==> src/rtl/imem_loader_pkg.sv <==
// Shared definitions for the instruction-memory loader: FSM states, header size, default depth.
// Latency: n/a (types and constants only).
// Backpressure: n/a. The CSUM state exists only when IMEM_LOADER_CSUM_EN is defined.
package imem_loader_pkg;

    // Length header is a 16-bit big-endian word count
    localparam int HDR_LEN       = 2;
    localparam int DEFAULT_DEPTH = 4096;

    typedef enum logic [2:0] {
        LEN_HI,
        LEN_LO,
        DATA,
`ifdef IMEM_LOADER_CSUM_EN
        CSUM,
`endif
        DONE,
        ERROR
    } state_t;

    // Big-endian join of the two header bytes
    function automatic logic [15:0] hdr_words(input logic [7:0] hi, input logic [7:0] lo);
        return {hi, lo};
    endfunction

endpackage

==> src/rtl/imem_loader_if.sv <==
// Host byte stream in, imem write port and loader status out.
// Latency: n/a (signal bundle only).
// Backpressure: host holds in_valid/in_data until in_ready is seen high at posedge.
interface imem_loader_if;
    logic        in_valid;
    logic [7:0]  in_data;
    logic        in_ready;
    logic        mem_we;
    logic [31:0] mem_addr;
    logic [31:0] mem_wdata;
    logic        core_hold;
    logic        done;
    logic        error;
    logic [15:0] word_count;

    // Loader side
    modport slave (
        input  in_valid, in_data,
        output in_ready, mem_we, mem_addr, mem_wdata, core_hold, done, error, word_count
    );

    // Host / memory side
    modport master (
        output in_valid, in_data,
        input  in_ready, mem_we, mem_addr, mem_wdata, core_hold, done, error, word_count
    );
endinterface

==> src/rtl/imem_loader_word_pack.sv <==
// Packs accepted bytes MSB-first into 32-bit words.
// Latency: word_ready pulses one cycle after the 4th byte of a word is accepted.
// Backpressure: none; caller only asserts byte_vld for accepted bytes. Reset drops any partial word.
module word_pack (
    input  logic        clk,
    input  logic        rs,
    input  logic        byte_vld,
    input  logic [7:0]  byte_dat,
    output logic [31:0] word_dat,
    output logic        word_ready
);
    logic [1:0]  byte_cnt;
    logic [31:0] shift_q;

    // Shift bytes in and strobe once the fourth byte of a word has landed
    always_ff @(posedge clk or posedge rs) begin
        if (rs) begin
            byte_cnt   <= '0;
            shift_q    <= '0;
            word_ready <= 1'b0;
        end else begin
            word_ready <= byte_vld && (byte_cnt == 2'd3);
            if (byte_vld) begin
                shift_q  <= {shift_q[23:0], byte_dat};
                byte_cnt <= byte_cnt + 2'd1;
            end
        end
    end

    // Shift register is not touched during the strobe cycle, so the word is stable there
    assign word_dat = shift_q;

endmodule

==> src/rtl/imem_loader.sv <==
// Parses host byte stream (16-bit BE word count, then words) into imem writes; optional checksum via IMEM_LOADER_CSUM_EN.
// Latency: mem_we one cycle after a word's 4th byte; done one cycle after the final write (or final header/checksum byte).
// Backpressure: in_ready low outside the parsing states and during the final write cycle; arbitrary in_valid gaps tolerated.
module imem_loader
    import imem_loader_pkg::*;
#(
    parameter int DEPTH = DEFAULT_DEPTH,
    parameter int BASE  = 0
) (
    input logic          clk,
    input logic          rs,
    imem_loader_if.slave bus
);
    state_t      state, state_nxt;
    logic [7:0]  len_hi;
    logic [15:0] len_n;
    logic [15:0] words_left;
    logic [15:0] word_count;
    logic        in_ready;
    logic        accept;
    logic        pack_vld;
    logic        word_ready;
    logic        last_word;
    logic        len_too_big;
    logic [31:0] word_dat;
`ifdef IMEM_LOADER_CSUM_EN
    logic [7:0]  csum;
`endif

    assign len_n       = hdr_words(len_hi, bus.in_data);
    assign len_too_big = {16'd0, len_n} > 32'(DEPTH);
    // Final word is being written: stop taking bytes until the FSM moves on
    assign last_word   = word_ready && (words_left == 16'd1);
    assign accept      = bus.in_valid && in_ready;
    assign pack_vld    = accept && (state == DATA);

    assign in_ready = !rs && ((state == LEN_HI) || (state == LEN_LO) ||
                              ((state == DATA) && !last_word)
`ifdef IMEM_LOADER_CSUM_EN
                              || (state == CSUM)
`endif
                             );

    word_pack u_word_pack (
        .clk        (clk),
        .rs         (rs),
        .byte_vld   (pack_vld),
        .byte_dat   (bus.in_data),
        .word_dat   (word_dat),
        .word_ready (word_ready)
    );

    // State register
    always_ff @(posedge clk or posedge rs) begin
        if (rs) state <= LEN_HI;
        else    state <= state_nxt;
    end

    // Next-state decode; DONE and ERROR are sticky until reset
    always_comb begin
        state_nxt = state;
        case (state)
            LEN_HI: if (accept) state_nxt = LEN_LO;
            LEN_LO: begin
                if (accept) begin
                    if (len_too_big)        state_nxt = ERROR;
                    else if (len_n == 16'd0)
`ifdef IMEM_LOADER_CSUM_EN
                                            state_nxt = CSUM;
`else
                                            state_nxt = DONE;
`endif
                    else                    state_nxt = DATA;
                end
            end
            DATA: begin
                if (last_word)
`ifdef IMEM_LOADER_CSUM_EN
                    state_nxt = CSUM;
`else
                    state_nxt = DONE;
`endif
            end
`ifdef IMEM_LOADER_CSUM_EN
            CSUM: if (accept) state_nxt = (bus.in_data == csum) ? DONE : ERROR;
`endif
            default: state_nxt = state;
        endcase
    end

    // Header capture, remaining-word tracking, write counter and running checksum
    always_ff @(posedge clk or posedge rs) begin
        if (rs) begin
            len_hi     <= '0;
            words_left <= '0;
            word_count <= '0;
`ifdef IMEM_LOADER_CSUM_EN
            csum       <= '0;
`endif
        end else begin
            if (accept && (state == LEN_HI)) len_hi <= bus.in_data;
            if (accept && (state == LEN_LO)) words_left <= len_n;
            else if (word_ready)             words_left <= words_left - 16'd1;
            if (word_ready) word_count <= word_count + 16'd1;
`ifdef IMEM_LOADER_CSUM_EN
            if (accept && (state == LEN_LO)) csum <= '0;
            else if (pack_vld)               csum <= csum ^ bus.in_data;
`endif
        end
    end

    // word_count still holds this word's index during the write cycle
    assign bus.mem_addr   = word_ready ? (32'(BASE) + {16'd0, word_count}) : 32'd0;
    assign bus.mem_we     = word_ready;
    assign bus.mem_wdata  = word_dat;
    assign bus.in_ready   = in_ready;
    assign bus.word_count = word_count;
    assign bus.core_hold  = (state != DONE);
    assign bus.done       = (state == DONE);
    assign bus.error      = (state == ERROR);

endmodule

==> src/flat_wrapper.sv <==
// flat-port wrapper written by rule: the top's interface ports become plain ports
module imem_loader_flat import imem_loader_pkg::*;
#(
    parameter int DEPTH = DEFAULT_DEPTH,
    parameter int BASE  = 0
)
  (clk, rs, bus_in_valid, bus_in_data, bus_in_ready, bus_mem_we, bus_mem_addr, bus_mem_wdata, bus_core_hold, bus_done, bus_error, bus_word_count);
  imem_loader_if bus_i ();
  input logic clk;
  input logic rs;
  input wire logic [$bits(bus_i.in_valid)-1:0] bus_in_valid;
  input wire logic [$bits(bus_i.in_data)-1:0] bus_in_data;
  output wire logic [$bits(bus_i.in_ready)-1:0] bus_in_ready;
  output wire logic [$bits(bus_i.mem_we)-1:0] bus_mem_we;
  output wire logic [$bits(bus_i.mem_addr)-1:0] bus_mem_addr;
  output wire logic [$bits(bus_i.mem_wdata)-1:0] bus_mem_wdata;
  output wire logic [$bits(bus_i.core_hold)-1:0] bus_core_hold;
  output wire logic [$bits(bus_i.done)-1:0] bus_done;
  output wire logic [$bits(bus_i.error)-1:0] bus_error;
  output wire logic [$bits(bus_i.word_count)-1:0] bus_word_count;
  assign bus_i.in_valid = bus_in_valid;
  assign bus_i.in_data = bus_in_data;
  assign bus_in_ready = bus_i.in_ready;
  assign bus_mem_we = bus_i.mem_we;
  assign bus_mem_addr = bus_i.mem_addr;
  assign bus_mem_wdata = bus_i.mem_wdata;
  assign bus_core_hold = bus_i.core_hold;
  assign bus_done = bus_i.done;
  assign bus_error = bus_i.error;
  assign bus_word_count = bus_i.word_count;
  imem_loader #(.DEPTH(DEPTH), .BASE(BASE)) u_core (.clk(clk), .rs(rs), .bus(bus_i));
endmodule
==> config.mk <==
export PLATFORM = sky130hd
export DESIGN_NAME = imem_loader_flat
export DESIGN_NICKNAME = d
export VERILOG_FILES = /design/src/rtl/imem_loader_pkg.sv /design/src/rtl/imem_loader_if.sv /design/src/rtl/imem_loader_word_pack.sv /design/src/rtl/imem_loader.sv /design/src/flat_wrapper.sv
export SDC_FILE = /design/constraint.sdc
export NUM_CORES = 1
export LEC_CHECK = 0
export CAP_MARGIN = 20
export CORE_MARGIN = 3
export CORE_UTILIZATION = 35
export DETAILED_ROUTE_END_ITERATION = 16
export PLACE_DENSITY = 0.62
export SKIP_CTS_REPAIR_TIMING = 1
export SYNTH_ARGS = -nofsm -noshare
export SYNTH_HDL_FRONTEND = slang
export SYNTH_SLANG_ARGS = --single-unit
==> constraint.sdc <==
create_clock -name clk -period 3.8 [get_ports clk]
set_input_delay 1.14 -clock clk [delete_from_list [all_inputs] [get_ports clk]]
set_output_delay 1.14 -clock clk [all_outputs]
set_load 0.05 [all_outputs]
==> results of run 1 <==
## Yosys cell counts (all sizes together) (2+ instances only)
library cell / n
nand2: 8
clkbuf: 7
nand3b: 2
mux2: 43
ha: 4
nor2b: 2
xnor2: 23
or3: 3
buf: 20
nor3: 7
o21a: 2
nand4: 2
nor2: 26
nor3b: 3
a21oi: 15
nor4: 9
or4: 2
and2: 17
nand3: 10
xor2: 7
inv: 7
dfrtp: 78
## logic make-up after synthesis
family	after synthesis	share of synthesized area, %
buffers and inverters	34	5.68
flip-flops	78	52.4
other	1	0.101
AO/OA/AOI/OAI	23	3.80
AND/OR/NAND/NOR	94	13.8
XOR/XNOR	30	7.05
adder cells (fa/ha/maj)	4	1.34
multiplexers	43	15.8
## layout make-up
cell class | instances | area (sq um) | share of cell area, %
Clock buffer | 10 | 138 | 2.87
Sequential cell | 78 | 1950 | 40.7
Tap cell | 136 | 170 | 3.54
Timing Repair Buffer | 83 | 856 | 17.8
Clock inverter | 5 | 35.0 | 0.730
Inverter | 7 | 27.5 | 0.573
Multi-Input combinational cell | 210 | 1620 | 33.8
## cells in the final DEF, fill, tap and decap left out, types with 2 or more instances in the layout
master / count
sky130_fd_sc_hd__xor2_1: 7
sky130_fd_sc_hd__and2_1: 17
sky130_fd_sc_hd__a21oi_1: 15
sky130_fd_sc_hd__or3_1: 3
sky130_fd_sc_hd__dfrtp_1: 78
sky130_fd_sc_hd__o21a_1: 2
sky130_fd_sc_hd__nor3_1: 7
sky130_fd_sc_hd__buf_12: 3
sky130_fd_sc_hd__xnor2_1: 23
sky130_fd_sc_hd__conb_1: 16
sky130_fd_sc_hd__inv_1: 6
sky130_fd_sc_hd__nand3_1: 10
sky130_fd_sc_hd__nand2_1: 8
sky130_fd_sc_hd__ha_1: 4
sky130_fd_sc_hd__clkinv_2: 3
sky130_fd_sc_hd__nand4_1: 2
sky130_fd_sc_hd__nand3b_1: 2
sky130_fd_sc_hd__buf_4: 2
sky130_fd_sc_hd__mux2_2: 15
sky130_fd_sc_hd__mux2_4: 28
sky130_fd_sc_hd__nor3b_1: 3
sky130_fd_sc_hd__nor2b_1: 2
sky130_fd_sc_hd__nor2_1: 25
sky130_fd_sc_hd__nor4_1: 8
sky130_fd_sc_hd__clkdlybuf4s50_1: 78
sky130_fd_sc_hd__clkbuf_8: 10
## flip-flops by register name, indices dropped and copies added (netlist names)
name	flops
u_core.bus.word_count	16
u_core.len_hi	8
u_core.state	3
u_core.u_word_pack.byte_cnt	2
u_core.u_word_pack.word_dat	32
u_core.u_word_pack.word_ready	1
u_core.words_left	16
## per-layer routing
metal	vias to the layer above	GRT usage [%]	wire (um)
met4	0	3.70	48
met2	67	19.9	3450
met5	-	0	0
met1	1234	17.7	3410
met3	4	3.67	424
li1	1184	-	-
## path summary, 6_finish.rpt
check,from,to,slack (ns),depth (start not counted)
worst max-delay path,u_core.words_left[4],bus_in_ready,0.13,6
worst min-delay path,u_core.u_word_pack.byte_cnt[0],u_core.u_word_pack.byte_cnt[0],0.48,1
worst max register to register,u_core.words_left[4],u_core.u_word_pack.byte_cnt[1],1.29,6
worst min register to register,u_core.u_word_pack.byte_cnt[0],u_core.u_word_pack.byte_cnt[0],0.48,1
max in group asynchronous,rs,u_core.bus.word_count[10],1.86,3
min in group asynchronous,rs,u_core.len_hi[5],1.28,2
## per-stage QoR
stage          std cells  setup WS (ns)
2_1_floorplan        322          0.417
3_3_place_gp         514          0.523
3_5_place_dp         514          0.488
4_1_cts              529         0.0979
5_1_grt              529         0.0208
6_report             529          0.131
## report_power, final
group	switching, uW	leakage (uW)	internal (uW)
sequential	228	0.00100	1060
clock	306	0.0000885	253
combinational	590	0.000946	459
==> run metrics, run 1 <==
PortBufs 79; gpl congestion around 0.75; top-level port count 96; max-slew violations 0; worst path cell trace or4_4 > or3_1 > nor4_4 > o21a_1 > nor3_1 > buf_12; max-slew headroom at the worst pin 48.5%; CP top delay family simple AND/OR/NAND/NOR gates; timing-limited maximum frequency between 200 and 300 MHz; number of storage elements in the synthesis netlist 78; run status finished clean; proportion of layout cells with a drive suffix above 1 17.3%; clock net sink count 78; post-layout net count 404; Static Leakage between 0.002 and 0.0025 uW; final setup vio count 0; sequential share of the synthesized area 52.4%; initial antenna violation count 0; area of the mapped netlist about 3700 sq um; Routed WL 7330 um; total power after layout 2900 uW; clock latency of the later-clocked register in the worst-skew pair 0.35 ns; starting utilization of the core area 36.1%; setup repair after global routing missed its margin false; Filler Cell Count approximately 960; biggest cell delay along the critical path 0.56 ns; largest net degree at the start of global routing 44; width of the die 109 um; primary flip-flop cell chosen by synthesis mapping sky130_fd_sc_hd__dfrtp_1; clock tree from TritonCTS built; worst endpoint required time approximately 2.7 ns; Final Hold Slack between 0.4 and 0.5 ns; Antenna Violating Nets Remaining 0; Cell Area, Placed 4630 sq um; share of Yosys cell area claimed by the top area cell type between 50% and 60%; dominant cell type by area after synthesis sky130_fd_sc_hd__dfrtp_1; total congestion overflow after global routing 0; die area around 12,000 sq um; cell count after synthesis 307; HP Class reg -> reg; y dimension of the die 109 um; synth top area cells sky130_fd_sc_hd__dfrtp_1 (52%), sky130_fd_sc_hd__mux2_4 (11%), sky130_fd_sc_hd__xnor2_1 (5.4%), sky130_fd_sc_hd__mux2_2 (4.5%), sky130_fd_sc_hd__buf_4 (3.2%); routed via count divided by cell count 4.71; crit start category flip-flop; CTS Buf Count 9; Final Util 46.5%; number of H-tree branching levels 3; total routing usage reported by global routing 12.9%; number of warning messages in the yosys log 0; global-route wire length before repair 12,100 um; worst vdd ir 0.375 mV; layout overhead on the synthesized area 28.9%; routed via count 2,489; critical path start-end classification reg -> out; CTS max path bufs 2; clock tree root buffer cell sky130_fd_sc_hd__clkbuf_8; Slowest cell on crit path sky130_fd_sc_hd__or4_4; shortest period the worst path allows 3.67 ns; placement row count 37; critical path capture point type output port; total power density per cell area between 600 and 700 nW/um^2; final antenna diode count 0; number of distinct standard cells referenced by the synthesized netlist 38; average instance area after synthesis 12.1 sq um; Routed WL per cell 13.9 um; max-capacitance violation count 0; number of design-rule violations left by the first detailed-router iteration 101; final design area excluding fillers 4800 sq um; post-route setup TNS 0 ns; CP max FO 8; Std-Cell Core Area 10,300 sq um; half-perimeter wire length of the detailed placement result 5190 um; worst setup skew after layout 0.0176 ns; CP bufs+invs 1; detailed-router iteration count before antenna repair 4; Data arrival, critical path 2.53 ns; actual transition at the worst max-transition pin slightly below 0.8 ns; post-route DRC violation count 0; share of flip-flops with an asynchronous set or reset after synthesis 100%; final hold violation count 0; final cycle utilization of the critical path 96.6%; clock-pin slew on the worst setup and hold paths ~0.08 ns; EDFF count, synth 0; vias in the first global route 2,416
Power figures use the tool's default switching activity.
==> inputs of run 2 (changes only) <==
- CELL_PAD_IN_SITES_DETAIL_PLACEMENT: unset -> 0
- CELL_PAD_IN_SITES_GLOBAL_PLACEMENT: unset -> 1
- PLACE_DENSITY: 0.62 -> 0.75
==> run 2 against run 1 <==
- via count shrank 1.3%
- non-clock buffer count grew 2
- worst hold slack gained 0.0017 ns
- die area is the same
- core utilization grew 0.39 points
- worst setup slack lost 0.00078 ns
- global-route usage shrank 0.60 points
- fmax is essentially flat
- combinational power is essentially flat
- cell count grew 0.38%
- critical path type unchanged
- critical endpoint unchanged
- largest power group unchanged
==> run metrics, run 2 (synthesis gave the netlist of run 1 again) <==
post-route setup TNS 0 ns (unchanged); final setup vio count 0 (unchanged); Static Leakage 0.00206 uW (+1.3%); Data arrival, critical path 2.53 ns (about the same); critical path start-end classification reg -> out; largest net degree at the start of global routing 49 (+11%); detailed-router iteration count before antenna repair 4 (unchanged); Routed WL 7230 um (-1.3%); Slowest cell on crit path sky130_fd_sc_hd__or4_4; PortBufs 79 (unchanged); worst vdd ir 0.301 mV (-20%); proportion of layout cells with a drive suffix above 1 17.7% (+0.42 points); initial antenna violation count 0 (unchanged); CTS max path bufs 2 (unchanged); clock tree root buffer cell sky130_fd_sc_hd__clkbuf_8; CP top delay family simple AND/OR/NAND/NOR gates; clock net sink count 78 (unchanged); CP max FO 8 (unchanged); max-capacitance violation count 0 (unchanged); final cycle utilization of the critical path 96.6% (about the same); clock latency of the later-clocked register in the worst-skew pair 0.34 ns (about the same); vias in the first global route 2,326 (-3.7%); routed via count 2,457 (-1.3%); Filler Cell Count 954 (-0.83%); critical path capture point type output port; half-perimeter wire length of the detailed placement result 5290 um (+2.0%); starting utilization of the core area 36.1% (unchanged); area used by sequential logic in the layout 1950 sq um (unchanged); final hold violation count 0 (unchanged); run status finished clean; shortest period the worst path allows 3.67 ns (+0.000776 ns); total routing usage reported by global routing 12.3% (-0.60 points); total power density per cell area 609 nW/um^2 (+0.85%); worst endpoint required time 2.66 ns (about the same); HP Class reg -> reg; routed via count divided by cell count 4.63 (-1.7%); post-route DRC violation count 0 (unchanged); Routed WL per cell 13.6 um (-1.7%); final antenna diode count 0 (unchanged); CTS Buf Count 9 (unchanged); worst path cell trace or4_4 > or3_1 > nor4_4 > o21a_1 > nor3_1 > buf_12; crit start category flip-flop; total congestion overflow after global routing 0 (unchanged); gpl congestion 0.768 (+2.1%); Antenna Violating Nets Remaining 0 (unchanged); max-slew violations 0 (unchanged); worst setup skew after layout 0.00957 ns (-0.00801 ns); width of the die 109 um (unchanged); number of H-tree branching levels 3 (unchanged); max-slew headroom at the worst pin 62.4% (+14 points); clock tree from TritonCTS built; flip-flop count of the largest register, all copies and words added 32 (unchanged); actual transition at the worst max-transition pin 0.559 ns (-0.213 ns); layout overhead on the synthesized area 30.0%; clock-pin slew on the worst setup and hold paths 0.08 ns (about the same); timing-limited maximum frequency 272 MHz (about the same); commonest non-fill, non-tap cells in the layout sky130_fd_sc_hd__clkdlybuf4s50_1 (78), sky130_fd_sc_hd__dfrtp_1 (78), sky130_fd_sc_hd__mux2_4 (28); number of design-rule violations left by the first detailed-router iteration 103 (+2.0%); y dimension of the die 109 um (unchanged); biggest cell delay along the critical path 0.55 ns (about the same); CP bufs+invs 1 (unchanged); setup repair after global routing missed its margin false; area used by multi-input combinational logic 1620 sq um (unchanged); Std-Cell Core Area 10,300 sq um (unchanged); total power after layout 2950 uW (+1.7%); Final Hold Slack 0.483 ns (+0.00175 ns); die area 11,900 sq um (unchanged); top-level port count 96 (unchanged); post-layout net count 406 (+0.50%); placement row count 37 (unchanged); global-route wire length before repair 11,600 um (-4.5%)
-- run 2: changes by cell type in the layout (fill, tap and decap cells not counted), sizes merged --
cell	delta
clkbuf	-1
bufinv	+1
inv	+1
buf	+2
clkinvlp	-1
-- run 2: metrics by stage --
stage | cell area (sq um) | setup slack (ns) | util [%] | std cells
6_report | 4840 | 0.130 | 46.9 | 531
5_1_grt | 4840 | 0.00332 | 46.9 | 531
4_1_cts | 4820 | 0.0910 | 46.7 | 530
3_5_place_dp | 4630 | 0.480 | 44.9 | 515
3_3_place_gp | 4630 | 0.508 | 44.9 | 515
2_1_floorplan | 3780 | 0.417 | - | 322
-- run 2: worst paths after layout --
path,start,endpoint,slack [ns],depth (start not counted)
setup reg to reg,u_core.words_left[4],u_core.u_word_pack.word_dat[25],1.29,6
max in group asynchronous,rs,u_core.bus.word_count[11],1.94,4
hold reg to reg,u_core.u_word_pack.byte_cnt[0],u_core.u_word_pack.byte_cnt[0],0.48,1
min in group asynchronous,rs,u_core.len_hi[4],1.14,2
setup / recovery,u_core.words_left[4],bus_in_ready,0.13,6
hold / removal,u_core.u_word_pack.byte_cnt[0],u_core.u_word_pack.byte_cnt[0],0.48,1
-- run 2: power breakdown --
group	internal, uW	switching (uW)
clock	300	303
sequential	1060	231
combinational	462	589
total	1830	1120
-- run 2: cell type report --
type | count | area share, %
flip-flops and latches | 78 | 40.3
clock buffers | 9 | 2.56
multi-input cells | 210 | 33.5
clock inverters | 6 | 1.29
inverters | 7 | 0.543
repair buffers | 85 | 18.2
well taps | 136 | 3.52
-- run 2: worst reg2reg max path, cell delays in order, from the launching register on --
cell and delay, ns:
sky130_fd_sc_hd__dfrtp_1 0.43, sky130_fd_sc_hd__or4_4 0.55, sky130_fd_sc_hd__or3_1 0.46, sky130_fd_sc_hd__nor4_4 0.35, sky130_fd_sc_hd__nor2_4 0.06, sky130_fd_sc_hd__buf_12 0.19
sky130_fd_sc_hd__mux2_4 0.35
-- run 2: metal layers --
metal / vias up / global-route usage [%] / wire length (um)
met5: - / 0 / 0
met4: 0 / 4.06 / 53
met3: 7 / 3.08 / 462
met2: 73 / 18.8 / 3380
met1: 1188 / 17.0 / 3340
li1: 1189 / - / -
